### src/rtl/if_pcgen.sv
// Fetch-stage PC generator: picks the next fetch PC (reset / redirect / BTB / PC+4),
// runs a single-outstanding req/ack fetch and hands {pc, inst, prediction} to ID.
module if_pcgen #(
   parameter logic [31:0] RESET_PC = 32'h8000_0000,
   parameter int          TAG_W    = 10
) (
   input  logic             cpu_clk_50M,
   input  logic             cpu_rst_n,
   output logic [TAG_W-1:0] pc_tag,
   input  logic             btb_jump_ena,
   input  logic [31:0]      btb_prepc,
   input  logic             redirect_valid,
   input  logic [31:0]      redirect_pc,
   output logic             if_req,
   output logic [31:0]      if_addr,
   input  logic             if_ack,
   input  logic [31:0]      if_rdata,
   input  logic             stall,
   output logic             id_valid,
   output logic [31:0]      id_pc,
   output logic [31:0]      id_inst,
   output logic             id_pred_taken,
   output logic [31:0]      id_pred_pc,
   output logic [1:0]       dbg_state
);

   // Handshakes:
   //   fetch side: if_req is the valid, if_ack the ready/response. Once if_req rises,
   //     if_addr is held and if_req stays high until the cycle if_ack=1; exactly one
   //     response per request, so a killed request is still waited out in S_DISCARD.
   //   ID side: id_valid is the valid, !stall the ready. A transfer happens on any edge
   //     with id_valid=1 and stall=0; while stalled every id_* output is held.
   typedef enum logic [1:0] {
      S_IDLE    = 2'd0,
      S_REQ     = 2'd1,
      S_HOLD    = 2'd2,
      S_DISCARD = 2'd3
   } state_t;

   typedef struct packed {
      logic [31:0] pc;
      logic [31:0] inst;
      logic        taken;
      logic [31:0] pred_pc;
   } pkt_t;

   state_t      state_q, state_d;
   logic [31:0] pc_q, pc_d;
   logic [31:0] kill_addr_q, kill_addr_d;
   pkt_t        out_q, out_d;
   logic        out_valid_q, out_valid_d;
   pkt_t        skid_q, skid_d;
   logic        skid_valid_q, skid_valid_d;

   logic [31:0] redir_pc;
   logic [31:0] pred_next;
   pkt_t        fetch_pkt;
   logic        consume;
   logic        can_accept;
   logic        redirect_pc_unused;

   assign redir_pc           = {redirect_pc[31:2], 2'b00};
   assign redirect_pc_unused = ^redirect_pc[1:0];
   assign pc_tag             = pc_q[TAG_W+1:2];

   // Prediction is taken for the PC being acked; wraps naturally at 2^32.
   assign pred_next = btb_jump_ena ? btb_prepc : (pc_q + 32'd4);

   always_comb begin
      fetch_pkt.pc      = pc_q;
      fetch_pkt.inst    = if_rdata;
      fetch_pkt.taken   = btb_jump_ena;
      fetch_pkt.pred_pc = btb_jump_ena ? btb_prepc : 32'h0;
   end

   assign consume    = out_valid_q && !stall;
   assign can_accept = !out_valid_q || !stall;

   always_comb begin
      state_d      = state_q;
      pc_d         = pc_q;
      kill_addr_d  = kill_addr_q;
      out_d        = out_q;
      out_valid_d  = out_valid_q;
      skid_d       = skid_q;
      skid_valid_d = skid_valid_q;

      if (consume) begin
         out_valid_d = 1'b0;
      end

      case (state_q)
         S_IDLE: begin
            if (redirect_valid) begin
               pc_d    = redir_pc;
               state_d = S_REQ;
            end else if (can_accept) begin
               state_d = S_REQ;
            end
         end
         S_REQ: begin
            if (redirect_valid) begin
               pc_d = redir_pc;
               if (!if_ack) begin
                  kill_addr_d = pc_q;
                  state_d     = S_DISCARD;
               end
            end else if (if_ack) begin
               pc_d = pred_next;
               if (can_accept) begin
                  out_d       = fetch_pkt;
                  out_valid_d = 1'b1;
               end else begin
                  skid_d       = fetch_pkt;
                  skid_valid_d = 1'b1;
                  state_d      = S_HOLD;
               end
            end
         end
         S_HOLD: begin
            if (redirect_valid) begin
               pc_d    = redir_pc;
               state_d = S_REQ;
            end else if (!stall) begin
               out_d        = skid_q;
               out_valid_d  = skid_valid_q;
               skid_valid_d = 1'b0;
               state_d      = S_REQ;
            end
         end
         S_DISCARD: begin
            // The response to the killed address is swallowed here.
            if (redirect_valid) begin
               pc_d = redir_pc;
            end
            if (if_ack) begin
               state_d = S_REQ;
            end
         end
         default: begin
            state_d = S_IDLE;
         end
      endcase

      if (redirect_valid) begin
         out_valid_d  = 1'b0;
         skid_valid_d = 1'b0;
         skid_d       = '0;
      end
   end

   always_ff @(posedge cpu_clk_50M) begin
      if (!cpu_rst_n) begin
         state_q      <= S_IDLE;
         pc_q         <= RESET_PC;
         kill_addr_q  <= 32'h0;
         out_q        <= '0;
         out_valid_q  <= 1'b0;
         skid_q       <= '0;
         skid_valid_q <= 1'b0;
      end else begin
         state_q      <= state_d;
         pc_q         <= pc_d;
         kill_addr_q  <= kill_addr_d;
         out_q        <= out_d;
         out_valid_q  <= out_valid_d;
         skid_q       <= skid_d;
         skid_valid_q <= skid_valid_d;
      end
   end

   always_comb begin
      if_addr = 32'h0;
      case (state_q)
         S_REQ:     if_addr = pc_q;
         S_DISCARD: if_addr = kill_addr_q;
         default:   if_addr = 32'h0;
      endcase
   end

   assign if_req        = (state_q == S_REQ) || (state_q == S_DISCARD);
   assign id_valid      = out_valid_q;
   assign id_pc         = out_q.pc;
   assign id_inst       = out_q.inst;
   assign id_pred_taken = out_q.taken;
   assign id_pred_pc    = out_q.pred_pc;
   assign dbg_state     = state_q;

endmodule

### config.mk
export PLATFORM = sky130hd
export DESIGN_NAME = if_pcgen
export DESIGN_NICKNAME = d
export VERILOG_FILES = /design/src/rtl/if_pcgen.sv
export SDC_FILE = /design/constraint.sdc
export NUM_CORES = 1
export LEC_CHECK = 0
export ABC_AREA = 1
export CORE_ASPECT_RATIO = 1.75
export CORE_MARGIN = 10
export CORE_UTILIZATION = 40
export DETAILED_ROUTE_END_ITERATION = 8
export HOLD_SLACK_MARGIN = 0.12
export PLACE_DENSITY_LB_ADDON = 0.15
export SETUP_SLACK_MARGIN = 0.1
export SLEW_MARGIN = 20
export SYNTH_ARGS = -nofsm -noshare
export SYNTH_HDL_FRONTEND = slang
export SYNTH_SLANG_ARGS = --single-unit
export TNS_END_PERCENT = 100
### constraint.sdc
create_clock -name cpu_clk_50M -period 3.1 [get_ports cpu_clk_50M]
set_clock_uncertainty 0.2 [all_clocks]
set_input_delay 0.31 -clock cpu_clk_50M [delete_from_list [all_inputs] [get_ports cpu_clk_50M]]
set_output_delay 0.31 -clock cpu_clk_50M [all_outputs]
set_load 0.01 [all_outputs]
==> results of run 1 <==
## report_power, final
| part | internal (mW) | leakage [nW] | switching, mW |
|---|---|---|---|
| combinational | 1.05 | 3.05 | 1.39 |
| sequential | 3.68 | 2.14 | 0.266 |
| clock | 1.93 | 0.434 | 1.35 |
## synth_stat cells (all sizes together)
library cell	instances
a211oi	70
a21oi	130
a22oi	1
a31oi	69
a41oi	2
buf	62
clkbuf	73
clkinv	2
dfxtp	262
ha	6
inv	93
nand2	362
nand3	34
nand4	3
nor2	194
nor3	2
nor3b	2
o211ai	3
o21ai	217
o21bai	1
o221ai	4
o22ai	33
xor2	3
## logic make-up (layout without fill, tap and decap cells)
logic type / Yosys count / after routing / share of synthesized area
compound gates: 530 / 530 / 0.265
xor+xnor: 3 / 3 / 0.00223
fa+ha+maj: 6 / 6 / 0.00638
buf+inv: 230 / 419 / 0.0835
flops: 262 / 262 / 0.446
other cells: 0 / 7 / 0
simple gates: 597 / 597 / 0.197
## per-layer routing
layer,vias up,track usage,routed length [um]
li1,5843,-,-
met5,-,0,0
met1,5483,0.255,16900
met3,101,0.0306,2210
met2,406,0.400,22200
met4,0,0.138,2520
## critical path, cell delays in order (launching register included)
cell and delay [ns]:
dfxtp_1 0.65, inv_1 0.33, o22ai_1 0.31, clkdlybuf4s50_1 0.59
## through the flow
stage,cell area [um2],hold WS (ns)
after floorplan,11800,0.224
after global placement,14400,0.239
after detailed placement,14400,0.245
after CTS,15300,0.137
after global routing,15400,0.162
final,15400,0.158
## sequential cells by signal (all words and copies together), names as in the netlist
register       flops
id_inst           32
skid_valid_q       1
id_pc             32
id_pred_taken      1
pc_q              32
dbg_state          2
id_pred_pc        32
kill_addr_q       32
id_valid           1
skid_q            97
## placed cells by master, fill, tap and decap left out, types with 3 or more instances in the layout
| cell | instances |
|---|---|
| o21ai_1 | 32 |
| clkbuf_1 | 5 |
| diode_2 | 7 |
| nand3_1 | 33 |
| dfxtp_1 | 262 |
| o21ai_0 | 185 |
| o211ai_1 | 3 |
| nand4_1 | 3 |
| a21oi_1 | 130 |
| inv_1 | 84 |
| ha_1 | 4 |
| o22ai_2 | 4 |
| nand2_1 | 362 |
| clkbuf_8 | 7 |
| o221ai_1 | 4 |
| clkinv_2 | 4 |
| a211oi_2 | 24 |
| o22ai_1 | 29 |
| xor2_1 | 3 |
| clkdlybuf4s50_1 | 237 |
| buf_12 | 10 |
| dlymetal6s2s_1 | 3 |
| inv_2 | 6 |
| a211oi_1 | 46 |
| a31oi_1 | 69 |
| buf_4 | 25 |
| nor2_1 | 191 |
| clkbuf_16 | 27 |
## how the worst min path moves through the flow
stage,to,slack (ns),cells after the start
after CTS,skid_q[60],0.14,3
after global placement,kill_addr_q[30],0.24,2
final,skid_q[60],0.16,3
after detailed placement,kill_addr_q[1],0.24,2
after floorplan,skid_valid_q,0.22,2
after global routing,skid_q[60],0.16,3
## cell type report
cell class,instances,area (um2),share of cell area
Multi-Input combinational cell,1136,5590,0.363
Sequential cell,262,5250,0.341
Timing Repair Buffer,278,2820,0.183
Clock buffer,39,791,0.0514
Tap cell,382,478,0.0310
Inverter,95,365,0.0237
Clock inverter,7,91.3,0.00593
Antenna cell,7,17.5,0.00114
## what timing repair did
action / 4_1_cts / 5_1_grt
endpoints found under the setup margin: 12 / 15
resized for setup: 2 / 7
hold buffers: 2 / 0
pin swaps: 0 / 0
hold endpoints to repair: 42 / 0
==> summary.txt, run 1 <==
SETUP PATH
-------------------------------------------------------------------------------
End of the critical path                                            if_addr[10]
Launching point of the worst reg2reg path                          dbg_state[1]
Req. time, crit path                                                    2.59 ns
Worst setup startpoint                                                 pc_q[10]
Class of the most critical setup path                                reg -> out
R2r endpoint                                                         skid_q[44]
Reg2Reg Setup Slack                                                     0.60 ns
Critical path launch point type                                       flip-flop
Depth of the worst register-to-register path                                 10
WP data arrival                                                         2.43 ns
Largest fanout of any net on the critical path                                7
Endpoint class of the critical path                                  output pin

TIMING
-------------------------------------------------------------------------------
Setup repair after global routing missed its margin                        true
Minimum clock period after layout                                       2.94 ns
Achievable Freq                                                         341 MHz
Worst setup margin                                                     0.165 ns
Setup Viol. Count Final                                                       0
Final setup TNS                                                            0 ns
Share of the cycle needed by the critical path after routing              0.947
Number of endpoints with negative hold slack in the final report              0
Final Max Slew Viols                                                          0
Worst slew margin relative to its limit                                   0.330
Worst-margin pin slew                                                   1.00 ns

CLOCK TREE
-------------------------------------------------------------------------------
CTS Sinks                                                                   262
Clk_lat worst skew                                                      0.54 ns
Bufs on Longest Clock Path                                                    3
Clock tree root buffer cell                                           clkbuf_16
Reg clk slew, reported paths                                            0.07 ns
Setup Fix Bufs, Post-CTS                                                      0
CTS tree                                                                   done
Htree depth                                                                   1
Number of CTS-inserted buffers                                               26

DIE
-------------------------------------------------------------------------------
Die X                                                                    150 um
Ports                                                                       245
Row Count                                                                    83
Core footprint                                                       0.0292 mm2
Effective utilization at floorplan                                        0.403
Vertical extent of the die                                               247 um
Full die area                                                        0.0369 mm2

PWR
-------------------------------------------------------------------------------
Worst supply voltage drop on vdd                                     0.000370 V
Total power consumption of the routed design                            9.66 mW
Power per cell area                                                  627 mW/mm2
Standby leakage power                                                   5.62 nW

FINISH
-------------------------------------------------------------------------------
Fraction of layout instances using a drive strength above 1              0.0671
Post-layout utilization of the core                                       0.528
Synthesis-to-layout area growth                                           30.9%
Final-stage net count                                                      1907
Fillers                                                                    2872
Final cell count without fillers                                           2206

LOGIC SYNTHESIS
-------------------------------------------------------------------------------
Leading cell types by total area after synthesis                   dfxtp_1, nand2_1, o21ai_0
Synth Cell Area                                                      0.0118 mm2
Yosys Warn Count                                                              0
Synth top area share                                                      0.446
Mean cell area of the mapped netlist                                   7.23 um2
Synth Net Count                                                            1736
Flop and latch count out of synthesis                                       262
Number of instances in the synthesized netlist                             1628
Cell taking the most area after synthesis                               dfxtp_1
Sequential element share of the synthesized area                          0.446
Count of cell types in the netlist                                           33

PLACEMENT
-------------------------------------------------------------------------------
Placed cell count                                                          2151
Placed wire-length estimate after detailed placement                    31.0 mm
Placement Setup Slack                                                  0.495 ns
Port Buffer Count                                                           242
Routability cong.                                                         0.906

ROUTING
-------------------------------------------------------------------------------
Via density                                                                5.36
Iteration-0 DRC count of the detailed router                                749
Vias post-DR                                                              11800
DRC                                                                           0
Post-DRT Antenna Nets                                                         0
DR WL/cell                                                              19.8 um
Drt total wl                                                            43.8 mm
Pre-Repair DR Iteration Count                                                 6

GRT
-------------------------------------------------------------------------------
Vias in the first global route                                            11200
Maximum number of pins on one net before global-route repair                131
Wire length of the first global-routing pass                            66.2 mm
Antenna violations before repair                                              6
Total global routing track utilization                                    0.228
Aggregate global routing overflow                                             0

MIN PATH
-------------------------------------------------------------------------------
Worst min-delay path class                                            in -> reg
Startpoint of the worst hold path                                  if_rdata[27]

FLOW RUN
-------------------------------------------------------------------------------
Number of max-cap violations                                                  0

STATUS
-------------------------------------------------------------------------------
Result of the run                                                     completed

(Power assumes the default switching activity.)
==> run 2: changes to the inputs <==
--- a/config.mk
+++ b/config.mk
@@ -6,13 +6,13 @@
 export NUM_CORES = 1
 export LEC_CHECK = 0
 export ABC_AREA = 1
-export CORE_ASPECT_RATIO = 1.75
 export CORE_MARGIN = 10
 export CORE_UTILIZATION = 40
 export DETAILED_ROUTE_END_ITERATION = 8
 export HOLD_SLACK_MARGIN = 0.12
 export PLACE_DENSITY_LB_ADDON = 0.15
 export SETUP_SLACK_MARGIN = 0.1
+export SKIP_CTS_REPAIR_TIMING = 1
 export SLEW_MARGIN = 20
 export SYNTH_ARGS = -nofsm -noshare
 export SYNTH_HDL_FRONTEND = slang
==> run 2 against run 1 <==
Effect of this change:
- sequential power hardly changed
- worst setup slack got worse by 0.084 ns
- worst hold slack got worse by 0.023 ns
- die area down 0.74%
- global-route usage shrank 1.5 points
- via count fell by 1.6%
- wire length decreased by 7.4%
- final area barely moved
- combinational power decreased by 3%
- sequential share of layout area is essentially flat
- critical path depth up 3
- largest power group unchanged
- flip-flop and latch count did not move
==> summary.txt, run 2 (synthesis results as in run 1) <==
FINISH
-------------------------------------------------------------------------------
Post-layout utilization of the core                                       0.533   was 0.528
Fraction of layout instances using a drive strength above 1              0.0662   was 0.0671
Final-stage net count                                                      1902   was 1907
Synthesis-to-layout area growth                                           30.8%   was 30.9%
Commonest non-fill, non-tap cell in the layout                          nand2_1   unchanged
Register with the most flip-flops                                        skid_q   unchanged
Most used cells in the layout excluding fill and tap cells         nand2_1, dfxtp_1, clkdlybuf4s50_1, nor2_1, o21ai_0   unchanged
Design area                                                          0.0154 mm2   about the same
Final cell count without fillers                                           2199   was 2206
Fillers                                                                    2860   was 2872
Flip-flop count of the largest register after layout                         97   unchanged

ROUTING
-------------------------------------------------------------------------------
Pre-Repair DR Iteration Count                                                 5   was 6
Iteration-0 DRC count of the detailed router                                931   was 749
Vias post-DR                                                              11600   was 11800
DRC                                                                           0   unchanged
Via density                                                                5.30   was 5.36
Post-DRT Antenna Nets                                                         0   unchanged
Drt total wl                                                            40.5 mm   was 43.8 mm
DR WL/cell                                                              18.4 um   was 19.8 um

DIE
-------------------------------------------------------------------------------
Full die area                                                        0.0367 mm2   was 0.0369 mm2
Ports                                                                       245   unchanged
Core footprint                                                       0.0289 mm2   was 0.0292 mm2
Effective utilization at floorplan                                        0.408   was 0.403
Row Count                                                                    62   was 83
Die X                                                                    191 um   was 150 um
Vertical extent of the die                                               191 um   was 247 um

SETUP PATH
-------------------------------------------------------------------------------
Master of the slowest instance on the critical path                clkdlybuf4s50_1   was dfxtp_1
Slowest stage delay, CP                                                 0.61 ns   was 0.65 ns
Largest fanout of any net on the critical path                               34   was 7
Total buffers and inverters traversed by the critical path                    4   was 2
Class of the most critical setup path                                reg -> out   unchanged
Ordered list of cells on the worst path                            buf_4 -> ha_1 -> clkinv_1 -> buf_4 -> o22ai_1 -> clkdlybuf4s50_1   was inv_1 -> o22ai_1 -> clkdlybuf4s50_1
Kind of cell adding the most delay to the critical path            buffers and inverters   unchanged
Critical path launch point type                                       flip-flop   unchanged
Req. time, crit path                                                    2.59 ns   about the same
Endpoint class of the critical path                                  output pin   unchanged
WP data arrival                                                         2.51 ns   was 2.43 ns
Cell mode on critical path                                                buf_4

TIMING
-------------------------------------------------------------------------------
Minimum clock period after layout                                       3.02 ns   was 2.94 ns
Worst-margin pin slew                                                  0.763 ns   was 1.00 ns
Final Max Slew Viols                                                          0   unchanged
Share of the cycle needed by the critical path after routing              0.974   was 0.947
Setup Viol. Count Final                                                       0   unchanged
Worst setup margin                                                    0.0808 ns   was 0.165 ns
Setup repair after global routing missed its margin                        true   unchanged
Worst slew margin relative to its limit                                   0.491   was 0.330
Achievable Freq                                                         331 MHz   was 341 MHz
Number of endpoints with negative hold slack in the final report              0   unchanged
Final setup TNS                                                            0 ns   unchanged

CLOCK TREE
-------------------------------------------------------------------------------
Clock tree root buffer cell                                           clkbuf_16   unchanged
CTS tree                                                                   done   unchanged
Bufs on Longest Clock Path                                                    3   unchanged
Clk_lat worst skew                                                      0.56 ns   was 0.54 ns
Htree depth                                                                   1   unchanged
Reg clk slew, reported paths                                            0.06 ns   was 0.07 ns
CTS Sinks                                                                   262   unchanged
Number of CTS-inserted buffers                                               29   was 26

GRT
-------------------------------------------------------------------------------
Maximum number of pins on one net before global-route repair                131   unchanged
Vias in the first global route                                            11000   was 11200
Total global routing track utilization                                    0.213   was 0.228
Wire length of the first global-routing pass                            63.2 mm   was 66.2 mm
Antenna violations before repair                                              1   was 6
Aggregate global routing overflow                                             0   unchanged

PLACEMENT
-------------------------------------------------------------------------------
Cell Area, Placed                                                    0.0144 mm2   about the same
Port Buffer Count                                                           242   unchanged
Routability cong.                                                         0.873   was 0.906
Placement Setup Slack                                                  0.333 ns   was 0.495 ns
Placed cell count                                                          2147   was 2151
Placed wire-length estimate after detailed placement                    27.2 mm   was 31.0 mm

STATUS
-------------------------------------------------------------------------------
Result of the run                                                     completed   unchanged

PWR
-------------------------------------------------------------------------------
Net switching power                                                     3.00 mW   about the same
Internal power of the cells                                             6.72 mW   was 6.66 mW
Worst supply voltage drop on vdd                                     0.000419 V   was 0.000370 V
Portion of total power attributed to sequential cells                     0.404   was 0.409
Standby leakage power                                                   5.74 nW   was 5.62 nW
Fraction of power spent switching nets                                    0.309   was 0.311
Power per cell area                                                  632 mW/mm2   was 627 mW/mm2
Fraction of power consumed by the clock network                           0.353   was 0.339
Share of power burned in combinational logic                              0.242   was 0.252

MIN PATH
-------------------------------------------------------------------------------
Worst min-delay path class                                            in -> reg   unchanged

FLOW RUN
-------------------------------------------------------------------------------
Number of max-cap violations                                                  0   unchanged

==> run 2: worst min-delay path, delay by kind of cell <==
family	cells	cell delay (ns)
compound gates	1	0.05
buf+inv	1	0.41
simple gates	1	0.07
==> run 2: power by group through the flow <==
stage,clock network [mW],logic [mW],registers (mW)
3_3_place_gp,0,2.35,3.99
5_1_grt,3.65,2.59,3.97
2_1_floorplan,0,1.17,4.03
4_1_cts,3.50,2.38,3.93
3_5_place_dp,0,2.37,4.00
6_report,3.44,2.36,3.93
==> run 2: path summary, 6_finish.rpt <==
kind / startpoint / to / slack (ns) / cells after the start
hold reg to reg: skid_valid_q / skid_valid_q / 0.25 / 2
setup / recovery: dbg_state[0] / if_addr[23] / 0.08 / 6
setup reg to reg: dbg_state[1] / skid_q[11] / 0.58 / 9
hold / removal: if_rdata[9] / skid_q[42] / 0.13 / 3
==> run 2: cell type report <==
class	instances	area [um2]	area share
Multi-Input combinational cell	1136	5560	0.361
Sequential cell	262	5250	0.341
Timing Repair Buffer	270	2780	0.180
Clock buffer	40	857	0.0557
Tap cell	384	480	0.0312
Inverter	95	369	0.0240
Clock inverter	11	98.8	0.00642
Antenna cell	1	2.50	0.000163
==> run 2: metrics by stage <==
step / power [mW] / hold WS, ns
2_1_floorplan: 5.20 / 0.224
3_3_place_gp: 6.35 / 0.240
3_5_place_dp: 6.37 / 0.245
4_1_cts: 9.81 / 0.122
5_1_grt: 10.2 / 0.148
6_report: 9.72 / 0.135
==> run 2: layer usage <==
layer  GRT usage  share of wire  wire length, um
met5           0              0                0
met4      0.0559          0.023              918
met3      0.0408          0.057             2320
met2       0.364           0.48            19600
met1       0.268           0.44            17700
